### config.mk
export PLATFORM = sky130hd
export DESIGN_NAME = pe_mac_pipe
export DESIGN_NICKNAME = d
export VERILOG_FILES = /design/src/rtl/pe_mac_pipe.sv
export SDC_FILE = /design/constraint.sdc
export NUM_CORES = 2
export LEC_CHECK = 0
export BUFFER_PORTS_ARGS = -buffer_cell sky130_fd_sc_hd__buf_2
export CAP_MARGIN = 20
export CORE_MARGIN = 10
export CORE_UTILIZATION = 61
export CTS_CLUSTER_DIAMETER = 120
export CTS_CLUSTER_SIZE = 10
export DETAILED_ROUTE_END_ITERATION = 7
export PLACE_DENSITY = 0.86
export REMOVE_ABC_BUFFERS = 1
export SLEW_MARGIN = 20
export SYNTH_ARGS = -nofsm -noshare
export SYNTH_HDL_FRONTEND = slang
export SYNTH_SLANG_ARGS = --single-unit
### constraint.sdc
create_clock -name aclk -period 25.1 [get_ports aclk]
set_clock_uncertainty 0.15 [all_clocks]
set_input_delay 5.02 -clock aclk [delete_from_list [all_inputs] [get_ports aclk]]
set_output_delay 5.02 -clock aclk [all_outputs]
set_load 0.02 [all_outputs]
### src/rtl/pe_mac_pipe.sv
// Purpose: fixed-point PE. Computes signed ain x RAM[addr] (>>> FRAC_W) plus a bias,
//          either per beat (mode 0) or accumulated over a vector ended by last (mode 1).
// Latency: result 3 cycles after the accepted beat. No backpressure: one beat per cycle, always accepted.
// Ports: aclk/areset (sync, active-high); ain/cin operands; din/addr/we RAM write port;
//        addr/valid operand-B read; last/mode vector control; dvalid/dout/sat result; err collision pulse.
module pe_mac_pipe #(
  parameter int DATA_W     = 32,
  parameter int FRAC_W     = 8,
  parameter int L_RAM_SIZE = 6,
  parameter int GUARD_W    = 8,
  parameter int SAT        = 1
) (
  input  logic                  aclk,
  input  logic                  areset,
  input  logic [DATA_W-1:0]     ain,
  input  logic [DATA_W-1:0]     din,
  input  logic [DATA_W-1:0]     cin,
  input  logic [L_RAM_SIZE-1:0] addr,
  input  logic                  we,
  input  logic                  valid,
  input  logic                  last,
  input  logic                  mode,
  output logic                  dvalid,
  output logic [DATA_W-1:0]     dout,
  output logic                  sat,
  output logic                  err
);

  localparam int ACC_W  = DATA_W + GUARD_W;
  localparam int PROD_W = 2 * DATA_W;

  typedef enum logic {IDLE, ACCUM} state_e;

  // Local operand RAM (not reset) and its registered read port.
  logic [DATA_W-1:0] peram [2**L_RAM_SIZE];
  logic [DATA_W-1:0] b_q;

  // Stage 1: operands registered alongside the RAM read.
  logic              s1_vld_q;
  logic [DATA_W-1:0] a1_q, c1_q;
  logic              last1_q, mode1_q;
  logic              err_q;

  // Stage 2: scaled product.
  logic                     s2_vld_q;
  logic [ACC_W-1:0]         p_q;
  logic [DATA_W-1:0]        c2_q;
  logic                     last2_q, mode2_q;
  logic signed [PROD_W-1:0] a_ext, b_ext, prod;

  // Stage 3: accumulator, FSM and registered outputs.
  state_e            state_q, state_d;
  logic [ACC_W-1:0]  acc_q, acc_d, sum, c_ext;
  logic              fire;
  logic              dvalid_q, dvalid_d, sat_q, sat_d;
  logic [DATA_W-1:0] dout_q, dout_d;

  // Returns {clamped, value}. Overflow means the bits above the DATA_W sign bit
  // are not all copies of it.
  function automatic logic [DATA_W:0] fit(input logic [ACC_W-1:0] x);
    logic ovf;
    ovf = ~((&x[ACC_W-1:DATA_W-1]) | ~(|x[ACC_W-1:DATA_W-1]));
    if ((SAT != 0) && ovf)
      fit = x[ACC_W-1] ? {2'b11, {(DATA_W-1){1'b0}}} : {2'b10, {(DATA_W-1){1'b1}}};
    else
      fit = {1'b0, x[DATA_W-1:0]};
  endfunction

  // Write wins over a read in the same cycle.
  always_ff @(posedge aclk) begin
    if (we)
      peram[addr] <= din;
    else if (valid)
      b_q <= peram[addr];
  end

  always_ff @(posedge aclk) begin
    if (areset) begin
      s1_vld_q <= 1'b0;
      err_q    <= 1'b0;
      s2_vld_q <= 1'b0;
    end else begin
      s1_vld_q <= valid & ~we;
      err_q    <= valid & we;
      s2_vld_q <= s1_vld_q;
    end
  end

  always_ff @(posedge aclk) begin
    if (valid && !we) begin
      a1_q    <= ain;
      c1_q    <= cin;
      last1_q <= last;
      mode1_q <= mode;
    end
    if (s1_vld_q) begin
      p_q     <= ACC_W'(prod >>> FRAC_W);
      c2_q    <= c1_q;
      last2_q <= last1_q;
      mode2_q <= mode1_q;
    end
  end

  // Full-width signed product; the arithmetic shift floors toward -inf.
  assign a_ext = {{DATA_W{a1_q[DATA_W-1]}}, a1_q};
  assign b_ext = {{DATA_W{b_q[DATA_W-1]}}, b_q};
  assign prod  = a_ext * b_ext;

  // Mode and bias only matter on the first beat; in ACCUM they are ignored.
  always_comb begin
    state_d  = state_q;
    acc_d    = acc_q;
    dvalid_d = 1'b0;
    dout_d   = dout_q;
    sat_d    = 1'b0;
    fire     = 1'b0;
    sum      = '0;
    c_ext    = {{GUARD_W{c2_q[DATA_W-1]}}, c2_q};
    if (s2_vld_q) begin
      case (state_q)
        IDLE: begin
          sum = c_ext + p_q;
          if (!mode2_q || last2_q) begin
            fire = 1'b1;
          end else begin
            acc_d   = sum;
            state_d = ACCUM;
          end
        end
        ACCUM: begin
          sum = acc_q + p_q;
          if (last2_q) begin
            fire    = 1'b1;
            acc_d   = '0;
            state_d = IDLE;
          end else begin
            acc_d = sum;
          end
        end
      endcase
    end
    if (fire) begin
      dvalid_d        = 1'b1;
      {sat_d, dout_d} = fit(sum);
    end
  end

  always_ff @(posedge aclk) begin
    if (areset) begin
      state_q  <= IDLE;
      acc_q    <= '0;
      dvalid_q <= 1'b0;
      dout_q   <= '0;
      sat_q    <= 1'b0;
    end else begin
      state_q  <= state_d;
      acc_q    <= acc_d;
      dvalid_q <= dvalid_d;
      dout_q   <= dout_d;
      sat_q    <= sat_d;
    end
  end

  assign dvalid = dvalid_q;
  assign dout   = dout_q;
  assign sat    = sat_q;
  assign err    = err_q;

endmodule

### After elaboration in Yosys (flattened, before gate mapping)

Memory sizes are Yosys's and may differ from the RTL's. A register that Yosys moved wholly into a read port is not among the register bits.
Index checks and enable logic that the tools add are counted.

* $add $sub $neg: 2
* $mul: 1
* div/mod/pow operators: 0
* order comparisons: 0
* eq/ne operators: 1
* shifts and indexed selects: 0
* mux-type cells: 17
* bitwise operators: 7
* reduce and logical (&&, ||, !) cells: 9

Operators by type and width (count)
* one-hot mux 40 bit (2 select lines): 2
* two-way mux 40 bit: 3
* adder 40 bit: 2
* two-way mux 32 bit: 2
* multiplier 32 x 32 -> 48 bit: 1
* AND reduction 9 bit: 1
* OR reduction 9 bit: 1
* two-way mux 1 bit: 8
* NOT 1 bit: 4
* one-hot mux 1 bit (2 select lines): 2
* AND reduction 2 bit: 2
* OR reduction 3 bit: 1
* AND 1 bit: 2
* zero test 1 bit: 2
* inequality test 2 bit, second input constant: 1
* logical AND 1 bit: 1
* logical OR 1 bit: 1
* bitwise OR 1 bit: 1

* register bits: 218
* latch bits: 0
* bits in writable memories: 2048
* memory bits (read-only): 0
* memories kept: 1

Memory list
* peram: words 64, width 32, read ports 1, clocked after memory_dff 1, wr ports 1, RTL line 35 `logic [DATA_W-1:0] peram [2**L_RAM_SIZE];`

### Longest topological paths before layout

* depth after elaboration: 7
* gate-level depth with buffers: 29
* depth with buffers taken out: 28

### Worst setup path before layout

No wires, ideal clock.

* path kind: input port to flip-flop
* start: input we
* end: register a1_q[0] (enable)
* arrival time: 9.528 ns
* setup slack: 14.857 ns
* stages on the path: 2
* cell sequence: clkbuf_1 > nor2b_1

* longest elaborated chain between the ends: 2

RTL lines
* start: declaration: RTL line 19 `input logic we,`
* zero test 1 bit: RTL line 90 `if (valid && !we) begin`
* logical AND 1 bit: RTL line 90
* end signal: assignment: RTL line 91 `a1_q <= ain;`
* end: declaration: RTL line 40 `logic [DATA_W-1:0] a1_q, c1_q;`

Every way passes these cells.
A chain may end at the register's enable or synchronous reset.

### Worst setup path in the final report

* start: input addr[1]
* end: memory peram[21][10] (enable)

RTL lines
* start: declaration: RTL line 18 `input logic [L_RAM_SIZE-1:0] addr,`
* end: declaration: RTL line 35

No word-level cell before the write port.

==> flow_summary.json <==
{
  "synthArstFlopShare_pct": 0,
  "maxSlewViolCount": 0,
  "powerDensity_nw_per_um2": 154,
  "yosysUniqueCellTypes": 84,
  "setup-violations-final": 0,
  "antenna_found_initial": 19,
  "grtUsageTotal_pct": 33.6,
  "area_growth_pct": 10.3,
  "period_share_pct": 36.4,
  "slowest_delay_ns": 0.74,
  "syn_area_sq_um": 115000,
  "synth_area_per_cell_sq_um": 14.1,
  "comb_power_share_pct": 56.2,
  "drv_cap": 0,
  "ys_ff_latch": 2298,
  "start_util_pct": 61.3,
  "overflow": 0,
  "drc": 0,
  "cell_internal_pwr_mw": 11.5,
  "crit_path_top_delay_cell": "and3b_4",
  "core_region_area_sq_um": 187000,
  "die_w_microns": 454,
  "routedWlPerCell_microns": 32.6,
  "antenna_left": 0,
  "fin_crit_ns": 9.14,
  "chipHeight_microns": 454,
  "status": "finished, final reports clean",
  "dieArea_sq_um": 206000,
  "vias": 77700,
  "ir_worst_vdd_mv": 0.367,
  "utilization_pct": 67.6,
  "cts_buffers": 281,
  "finalSetupTns_ns": 0,
  "hold_slack_ns": 0.269,
  "preCtsSetupSlack_ns": 15.38,
  "globalplace.congestion": 0.912,
  "cts_max_path_buffers": 4,
  "grt_pass1_vias": 80300,
  "clk_pin_slew_worst_paths_ns": 0.05,
  "max_slew.worst_pin.slew_ns": 1.29,
  "nets": 9448,
  "p_leak_nw": 45.5,
  "clkPwrFrac_pct": 18.2,
  "crit_chain": "buf_2 -> and3b_4 -> buf_4 -> buf_12 -> buf_4 -> nand2_1 -> nor2_4 -> buf_4",
  "crit_required_ns": 25.52,
  "netlist_instances": 8128,
  "maxSlewHeadroom_pct": 13.2,
  "portBuffers": 142,
  "clkSinkCount": 2298,
  "max_freq_mhz": 109,
  "rows": 159,
  "arrival_ns": 9.56,
  "path_class": "input pin to flip-flop",
  "io_pins": 143,
  "grt_max_degree": 111,
  "rsz0062_at_grt": "false",
  "end_kind": "flip-flop",
  "seq_area_frac_synth_pct": 59.4,
  "crit_path_max_fanout": 67,
  "setup_slack_ns": 15.96,
  "cts_resized": 0,
  "crit_top_cell": "buf_4",
  "p_sw_share_pct": 40.7,
  "drive_gt1_share_pct": 9.18,
  "seqPwrFrac_pct": 25.6,
  "drt_iter0_markers": 14000,
  "viasPerCell": 7.20,
  "hp-class": "flip-flop to flip-flop",
  "p_switching_mw": 7.92,
  "cts_tree": "done",
  "synth_edf_count": 2220,
  "grt_pass1_wl_microns": 518000,
  "first_pass_iters": 7,
  "crit_buf_inv": 5,
  "startpoint_type": "input pin",
  "htreeDepth": 5,
  "post_cts_buffers": 0,
  "routed_wl_microns": 352000,
  "cts-root-buf": "clkbuf_16",
  "synth-main-ff-cell": "edfxtp_1",
  "cp_top_family": "buffers and inverters",
  "yosys_warnings": 0,
  "hold_buffers": 0,
  "finalPower_mw": 19.4,
  "clock_latency_ns": 0.99,
  "finalHoldViolations": 0,
  "dp_hpwl_microns": 202000
}
-- stage by stage --
step,cells,cell area [sq um]
final,10800,127000
after global routing,10800,127000
after CTS,10800,126000
after detailed placement,10500,119000
after global placement,10400,119000
after floorplan,7636,113000
-- final cells by class --
type | count | area (sq um)
Sequential cell | 2298 | 68200
Fill cell | 11300 | 60700
Multi-Input combinational cell | 4515 | 42100
Clock buffer | 310 | 7230
Tap cell | 2495 | 3120
Inverter | 823 | 3090
Timing Repair Buffer | 340 | 2710
Clock inverter | 14 | 146
Antenna cell | 6 | 15.0
-- registers in the layout (all words and copies together) (netlist names) --
name      count
state_q       1
peram      2048
sat           1
b_q          32
mode1_q       1
dvalid        1
c1_q         32
last2_q       1
dout         32
s1_vld_q      1
mode2_q       1
p_q          40
a1_q         32
c2_q         32
err           1
last1_q       1
acc_q        40
s2_vld_q      1
-- synthesized netlist by cell type (13+ instances only) --
cell type     n  area (sq um)
a31oi_1     219          1370
a21oi_1     224          1120
edfxtp_1   2220         66700
nor2b_1      20           125
and3_1       20           125
o21bai_1     15           113
nor2_1      192           721
o21ai_0      92           460
clkbuf_1    420          1580
nor3_1       31           155
a22o_1      205          1800
xnor2_1      93           815
and2_1      431          2700
nand2b_1     21           131
fa_1        840         16800
xor2_1       46           403
nand2_1     578          2170
buf_1        50           188
a221oi_1    211          1850
nand3_1      59           295
ha_1        241          3020
o21a_1       19           143
a22oi_1     618          4640
nand4_1      72           450
dfxtp_1      78          1560
a211oi_1     17           128
a21o_1       43           323
inv_1       821          3080
o21ai_1      13          65.1
buf_2        14          70.1
nor4_1       39           244
a211o_1      20           175
o211ai_1     21           158
-- layer usage --
metal	part of all wire (%)	wire length, microns	up-vias	global-route usage, %
li1	-	-	29800	-
met3	15	51300	1996	11.0
met2	47	166000	8187	54.1
met4	7.4	26000	24	19.8
met5	0.049	174	-	0
met1	31	109000	37700	39.7
-- layout by cell type (no fill, tap or decap), types with 76 or more instances in the layout --
| cell | count |
|---|---|
| edfxtp_1 | 2220 |
| a221oi_1 | 211 |
| buf_2 | 125 |
| dfxtp_1 | 76 |
| ha_1 | 241 |
| clkbuf_16 | 285 |
| inv_1 | 821 |
| nor2_1 | 132 |
| a22o_1 | 205 |
| o21ai_0 | 92 |
| fa_1 | 840 |
| a31oi_1 | 219 |
| a22oi_1 | 618 |
| buf_4 | 180 |
| xnor2_1 | 93 |
| a21oi_1 | 224 |
| nand2_1 | 577 |
| and2_1 | 431 |
-- power groups by stage --
stage	clock, mW	combinational, mW	sequential, mW
finish	3.54	10.9	4.97
detailed placement	0	10.8	5.04
global route	3.65	12.1	4.97
CTS	3.51	10.8	4.97
global placement	0	10.4	5.04
floorplan	0	7.84	5.04
-- logic make-up after synthesis --
family	after synthesis	synth area share, %
buffers and inverters	1315	4.35
muxes	10	0.0937
AOI/OAI and AO/OA	1783	11.3
and+or+nand+nor	1502	6.47
DFF	2298	59.4
xor gates and xnor gates	139	1.06
adders and majority gates	1081	17.3
-- worst paths after layout --
path,start,end,slack [ns],depth (start not counted)
max,addr[1],peram[21][10],15.96,8
min,c1_q[2],c2_q[2],0.27,0
max reg2reg,b_q[5],p_q[33],16.12,27
min reg2reg,c1_q[2],c2_q[2],0.27,0
No activity file was read; power rests on OpenSTA's default activity.
